===== src/rtl/sp_ram_march_bist.sv =====
// sp_ram_march_bist: March C- self-test initiator for a single-port RAM.
//
// Runs six march elements over every address using background word BG_PATTERN
// and its inverse:
//   M0 up w(B), M1 up r(B)w(~B), M2 up r(~B)w(B),
//   M3 down r(B)w(~B), M4 down r(~B)w(B), M5 down r(B).
// It reports pass/fail, a saturating mismatch count and the first failing
// address, expected word and observed word.
//
// Optional build macro SP_RAM_BIST_STOP_ON_FAIL_EN: when defined, the run ends
// at the first mismatch without any further RAM access.
//
// Ports:
//   clk, rst_n          clock shared with the RAM; synchronous active-low reset
//   start               one-cycle run request, ignored while busy
//   busy, done, pass    run status; done/pass are sticky until the next start
//   err_cnt             mismatch count, saturating at 255
//   fail_addr/expect/got  details of the first mismatch
//   ram_data/addr/we    RAM drive; ram_q is the RAM read data
module sp_ram_march_bist #(
  parameter int unsigned           DATA_WIDTH   = 8,
  parameter int unsigned           ADDR_WIDTH   = 4,
  parameter int unsigned           READ_LATENCY = 1,
  parameter logic [DATA_WIDTH-1:0] BG_PATTERN   = 8'h55
) (
  input  logic                  clk,
  input  logic                  rst_n,
  input  logic                  start,
  output logic                  busy,
  output logic                  done,
  output logic                  pass,
  output logic [7:0]            err_cnt,
  output logic [ADDR_WIDTH-1:0] fail_addr,
  output logic [DATA_WIDTH-1:0] fail_expect,
  output logic [DATA_WIDTH-1:0] fail_got,
  output logic [DATA_WIDTH-1:0] ram_data,
  output logic [ADDR_WIDTH-1:0] ram_addr,
  output logic                  ram_we,
  input  logic [DATA_WIDTH-1:0] ram_q
);

  localparam logic [7:0] LatLast  = 8'(READ_LATENCY - 1);
  localparam logic [2:0] LastElem = 3'd5;

  typedef enum logic [2:0] {StIdle, StRd, StCmp, StWr, StDone} state_e;

  state_e                state_q, state_d;
  logic [2:0]            elem_q, elem_d;
  logic [ADDR_WIDTH-1:0] addr_q, addr_d;
  logic [7:0]            lat_q, lat_d;
  logic                  busy_q, busy_d, done_q, done_d, pass_q, pass_d;
  logic [7:0]            err_q, err_d;
  logic [ADDR_WIDTH-1:0] faddr_q, faddr_d;
  logic [DATA_WIDTH-1:0] fexp_q, fexp_d, fgot_q, fgot_d;

  // Element decode
  logic                  elem_down, elem_has_wr, last_addr, mismatch, stop, adv;
  logic [DATA_WIDTH-1:0] rd_word, wr_word;

  always_comb begin
    elem_down   = (elem_q >= 3'd3);
    elem_has_wr = (elem_q != LastElem);
    rd_word     = (elem_q == 3'd2 || elem_q == 3'd4) ? ~BG_PATTERN : BG_PATTERN;
    wr_word     = (elem_q == 3'd1 || elem_q == 3'd3) ? ~BG_PATTERN : BG_PATTERN;
    last_addr   = elem_down ? (addr_q == '0) : (addr_q == '1);
    mismatch    = (ram_q != rd_word);
  end

  always_comb begin
    state_d = state_q;
    elem_d  = elem_q;
    addr_d  = addr_q;
    lat_d   = lat_q;
    busy_d  = busy_q;
    done_d  = done_q;
    pass_d  = pass_q;
    err_d   = err_q;
    faddr_d = faddr_q;
    fexp_d  = fexp_q;
    fgot_d  = fgot_q;
    adv     = 1'b0;
    stop    = 1'b0;

    unique case (state_q)
      StIdle: begin
        if (start) begin
          state_d = StWr;
          busy_d  = 1'b1;
          done_d  = 1'b0;
          pass_d  = 1'b0;
          err_d   = '0;
          faddr_d = '0;
          fexp_d  = '0;
          fgot_d  = '0;
          elem_d  = '0;
          addr_d  = '0;
          lat_d   = '0;
        end
      end
      StRd: begin
        if (lat_q == LatLast) begin
          state_d = StCmp;
          lat_d   = '0;
        end else begin
          lat_d = lat_q + 8'd1;
        end
      end
      StCmp: begin
        if (mismatch) begin
          if (err_q != 8'hFF) err_d = err_q + 8'd1;
          if (err_q == '0) begin
            faddr_d = addr_q;
            fexp_d  = rd_word;
            fgot_d  = ram_q;
          end
        end
`ifdef SP_RAM_BIST_STOP_ON_FAIL_EN
        stop = mismatch;
`endif
        if (stop) begin
          state_d = StDone;
          busy_d  = 1'b0;
          done_d  = 1'b1;
          pass_d  = 1'b0;
        end else if (elem_has_wr) begin
          state_d = StWr;
        end else begin
          adv = 1'b1;
        end
      end
      StWr:    adv = 1'b1;
      StDone:  state_d = StIdle;
      default: state_d = StIdle;
    endcase

    if (adv) begin
      if (!last_addr) begin
        addr_d  = elem_down ? addr_q - 1'b1 : addr_q + 1'b1;
        state_d = (elem_q == '0) ? StWr : StRd;
      end else if (elem_q == LastElem) begin
        state_d = StDone;
        busy_d  = 1'b0;
        done_d  = 1'b1;
        pass_d  = (err_d == '0);
      end else begin
        elem_d  = elem_q + 3'd1;
        // Elements M3..M5 run downward, so they start at the top address
        addr_d  = (elem_q >= 3'd2) ? '1 : '0;
        state_d = StRd;
      end
    end
  end

  always_ff @(posedge clk) begin
    if (!rst_n) begin
      state_q <= StIdle;
      elem_q  <= '0;
      addr_q  <= '0;
      lat_q   <= '0;
      busy_q  <= 1'b0;
      done_q  <= 1'b0;
      pass_q  <= 1'b0;
      err_q   <= '0;
      faddr_q <= '0;
      fexp_q  <= '0;
      fgot_q  <= '0;
    end else begin
      state_q <= state_d;
      elem_q  <= elem_d;
      addr_q  <= addr_d;
      lat_q   <= lat_d;
      busy_q  <= busy_d;
      done_q  <= done_d;
      pass_q  <= pass_d;
      err_q   <= err_d;
      faddr_q <= faddr_d;
      fexp_q  <= fexp_d;
      fgot_q  <= fgot_d;
    end
  end

  always_comb begin
    busy        = busy_q;
    done        = done_q;
    pass        = pass_q;
    err_cnt     = err_q;
    fail_addr   = faddr_q;
    fail_expect = fexp_q;
    fail_got    = fgot_q;
    ram_we      = (state_q == StWr);
    ram_addr    = addr_q;
    ram_data    = ram_we ? wr_word : '0;
  end

endmodule


===== config.mk =====
export PLATFORM = sky130hd
export DESIGN_NAME = sp_ram_march_bist
export DESIGN_NICKNAME = d
export VERILOG_FILES = /design/src/rtl/sp_ram_march_bist.sv
export SDC_FILE = /design/constraint.sdc
export NUM_CORES = 1
export LEC_CHECK = 0
export ABC_AREA = 1
export CORE_MARGIN = 2
export CORE_UTILIZATION = 55
export DETAILED_ROUTE_END_ITERATION = 8
export GPL_TIMING_DRIVEN = 0
export PLACE_DENSITY = 0.84
export REMOVE_ABC_BUFFERS = 1
export SLEW_MARGIN = 20
export SYNTH_ARGS = -nofsm -noshare
export SYNTH_HDL_FRONTEND = slang
export SYNTH_SLANG_ARGS = --single-unit

===== constraint.sdc =====
create_clock -name clk -period 4.8 [get_ports clk]
set_input_delay 0.96 -clock clk [delete_from_list [all_inputs] [get_ports clk]]
set_output_delay 0.96 -clock clk [all_outputs]
set_load 0.05 [all_outputs]

==> implementation parameters <==
Parameter                              Value

Critical path
  Required arrival time at the worst endpoint    3.84 ns
  Sum of buffers and inverters on the critical path    3
  Crit path max-delay cell type    sky130_fd_sc_hd__clkdlybuf4s50_1
  Critical Path Source Type    register
  Arrival time of data at the critical path endpoint    2.42 ns
  Path length in cells of the critical path    6
  WS Path Type    reg2out
  Cell breakdown of the critical path    inv_6 > ha_1 > inv_1 > nand2_1 > nor2_1 > clkdlybuf4s50_1
  Critical path's largest stage delay    0.86 ns
  Maximum fanout encountered on the critical timing path    8
  Logic depth of the worst register-to-register path    7
  CP endpoint kind    output pin
  Kind of cell with the highest combined delay on the critical path    buffers and inverters

Global routing
  Largest net degree at the start of global routing    36
  Total Routing Usage GR    22.9%
  Vias in the first global route    2296
  Global-route wire length before repair    9.74 mm
  Initial antenna violation count    0
  Final global-route overflow total    0

Timing
  Setup Total Neg Slack    0 ns
  Actual slew at the worst max-slew pin    slightly above 1 ns
  Final setup violation count    0
  Crit share post-route    70.4%
  Final max-slew violation count    0
  Final Hold Fails    0
  Remaining max-slew budget at the tightest pin    32.0%
  Max Clk Rate    slightly below 300 MHz
  Clock skew after layout    between 0.005 and 0.006 ns
  Final Critical Period    3.38 ns
  Fin worst setup slack    approximately 1.4 ns
  Unrepaired setup endpoints after global routing    false

Finish
  Util after Layout    69.2%
  Most frequent cells in the layout    sky130_fd_sc_hd__nand2_1, sky130_fd_sc_hd__clkdlybuf4s50_1, sky130_fd_sc_hd__dfxtp_1, sky130_fd_sc_hd__inv_1
  # nets final    roughly 430
  Area overhead of the layout relative to synthesis    23.0%
  Layout cell share with drive strength beyond 1    8.37%
  Number of diodes added for antenna fixing    0
  # fillers    404
  Commonest non-fill, non-tap cell in the layout    sky130_fd_sc_hd__nand2_1

Floorplanning
  Horizontal die dimension    approximately 73 um
  Die H    approximately 73 um
  Die ar.    5340 sq um
  Placement Rows    25
  # IOs    55
  Core region area    roughly 4700 sq um
  Starting density of the core    56.3%

CTS
  Max Root-Sink Buffers    2
  Library cell used as clock root buffer    sky130_fd_sc_hd__clkbuf_8
  Reg clk slew, reported paths    0.08 ns
  Number of setup buffers added after CTS    0
  Inserted Clock Buffers    5
  Number of gates resized after cts    0
  CTS H-tree lvls    2
  Clock tree from TritonCTS    yes
  Post-CTS Hold Fix Bufs    0
  Clock tree sinks    43
  Worst skew pair latency    around 0.30 ns

Route
  Per-cell routed wire length    12.6 um
  Number of DRC markers after the initial detailed-route iteration    150
  Routed wire length    between 5 and 6 mm
  Per-cell via count in the routed design    5.45
  Remaining routing DRC violations    0
  Vias after detailed routing    2507
  Remaining antenna violation count after routing    0
  Number of detailed-route iterations in the first pass    4

Logic synthesis
  Post-Synthesis Cells    364
  Post-synthesis cell type count    45
  Mean cell area of the mapped netlist    7.20 sq um
  Register bit total from synthesis    43
  Warning count from the yosys run    0
  Count of flip-flops with a built-in enable after synthesis    0
  Synthesized cell area    2620 sq um
  Sequential share of the synthesized area    32.8%
  Primary FF master, synth    sky130_fd_sc_hd__dfxtp_1
  Proportion of synthesized flip-flops having asynchronous set or reset    0%

Status
  Status    finished clean

Job
  Count of max-cap constraint violations    0

Power
  IR Drop Worst-Case VDD    0.000190 V
  Leakage power of the design    roughly 1.3 nW
  Power Dens Cells    around 270 nW/um^2

Hold path
  Hold Path Depth    2
  Hold Crit Class    reg2reg

Placed design
  Weighted congestion at the end of routability-driven global placement    0.891
  Placement Setup Slack    1.62 ns
  Buffers on Ports    54
  DP Wirelength    4.31 mm
[per-layer routing]
| layer | vias up | part of all wire, % | global-route usage, % |
|---|---|---|---|
| li1 | 1278 | - | - |
| met1 | 1155 | 44 | 27.7 |
| met2 | 62 | 49 | 40.7 |
| met3 | 12 | 4.2 | 3.31 |
| met4 | 0 | 2.1 | 8.23 |
| met5 | - | 0 | 0 |
[Yosys cell counts, types with 2 or more instances]
cell	n	area [sq um]
sky130_fd_sc_hd__clkbuf_1	3	11.3
sky130_fd_sc_hd__nand3_1	31	155
sky130_fd_sc_hd__a221oi_1	2	17.5
sky130_fd_sc_hd__buf_4	14	105
sky130_fd_sc_hd__nor2_1	30	113
sky130_fd_sc_hd__o21ai_1	2	10.0
sky130_fd_sc_hd__nand2_2	2	12.5
sky130_fd_sc_hd__dfxtp_1	43	861
sky130_fd_sc_hd__nor4_1	2	12.5
sky130_fd_sc_hd__inv_2	6	22.5
sky130_fd_sc_hd__nand2_1	79	297
sky130_fd_sc_hd__o21ai_0	14	70.1
sky130_fd_sc_hd__o211ai_1	5	37.5
sky130_fd_sc_hd__ha_1	11	138
sky130_fd_sc_hd__nor3_2	2	20.0
sky130_fd_sc_hd__xor2_1	2	17.5
sky130_fd_sc_hd__a21oi_1	31	155
sky130_fd_sc_hd__nand3_2	3	30.0
sky130_fd_sc_hd__nor3_1	3	15.0
sky130_fd_sc_hd__inv_1	39	146
sky130_fd_sc_hd__nor2_4	4	45.0
sky130_fd_sc_hd__nand4_1	8	50.1
sky130_fd_sc_hd__a211oi_1	4	30.0
sky130_fd_sc_hd__nand3_4	2	35.0
sky130_fd_sc_hd__buf_2	2	10.0
[power breakdown]
group	switching (mW)	internal, mW
logic	0.108	0.0459
clock network	0.127	0.208
registers	0.00929	0.365
total	0.244	0.619
[per-stage QoR]
step	area [sq um]	instances	hold WS, ns	power [mW]
after floorplan	2480	344	0.462	0.483
after global placement	3090	452	0.452	0.533
after detailed placement	3090	452	0.454	0.535
after CTS	3230	460	0.467	0.867
after global routing	3230	460	0.497	0.890
final	3230	460	0.463	0.863
[flip-flops by register name, summed over array words and instances (netlist names)]
| register | count |
|---|---|
| err_cnt | 8 |
| fail_got | 8 |
| lat_q | 8 |
| fail_addr | 4 |
| ram_addr | 4 |
| elem_q | 3 |
| state_q | 3 |
| fail_expect | 2 |
| busy | 1 |
| done | 1 |
| pass | 1 |
[worst paths after layout]
check | start | endpoint | slack (ns)
worst min-delay path | fail_addr[1] | fail_addr[1] | 0.46
worst max-delay path | elem_q[2] | ram_data[6] | 1.42
worst max register to register | state_q[1] | fail_got[7] | 2.60
worst min register to register | fail_addr[1] | fail_addr[1] | 0.46
[kinds of logic after synthesis]
group	share of synthesized area (%)
AO/OA/AOI/OAI	14.0
XOR/XNOR	1.00
adder cells (fa/ha/maj)	6.01
buffers and inverters	12.2
flip-flops	32.8
AND/OR/NAND/NOR	34.0
[layout make-up]
class | count | area (sq um) | area share (%)
repair buffers | 54 | 541 | 16.8
clock inverters | 2 | 60.1 | 1.86
well taps | 54 | 67.6 | 2.09
multi-input cells | 254 | 1440 | 44.7
clock buffers | 6 | 72.6 | 2.25
inverters | 47 | 181 | 5.62
flip-flops and latches | 43 | 861 | 26.7
[worst reg2reg max path, cell delays in order, from the launching register on]
cell,delay (ns)
sky130_fd_sc_hd__dfxtp_1,0.48
sky130_fd_sc_hd__nand2_1,0.23
sky130_fd_sc_hd__inv_1,0.56
sky130_fd_sc_hd__nand2_1,0.15
sky130_fd_sc_hd__nand2_2,0.27
sky130_fd_sc_hd__inv_2,0.18
sky130_fd_sc_hd__nand3_1,0.11
sky130_fd_sc_hd__a21oi_1,0.08
No activity file was read; power rests on OpenSTA's default activity.
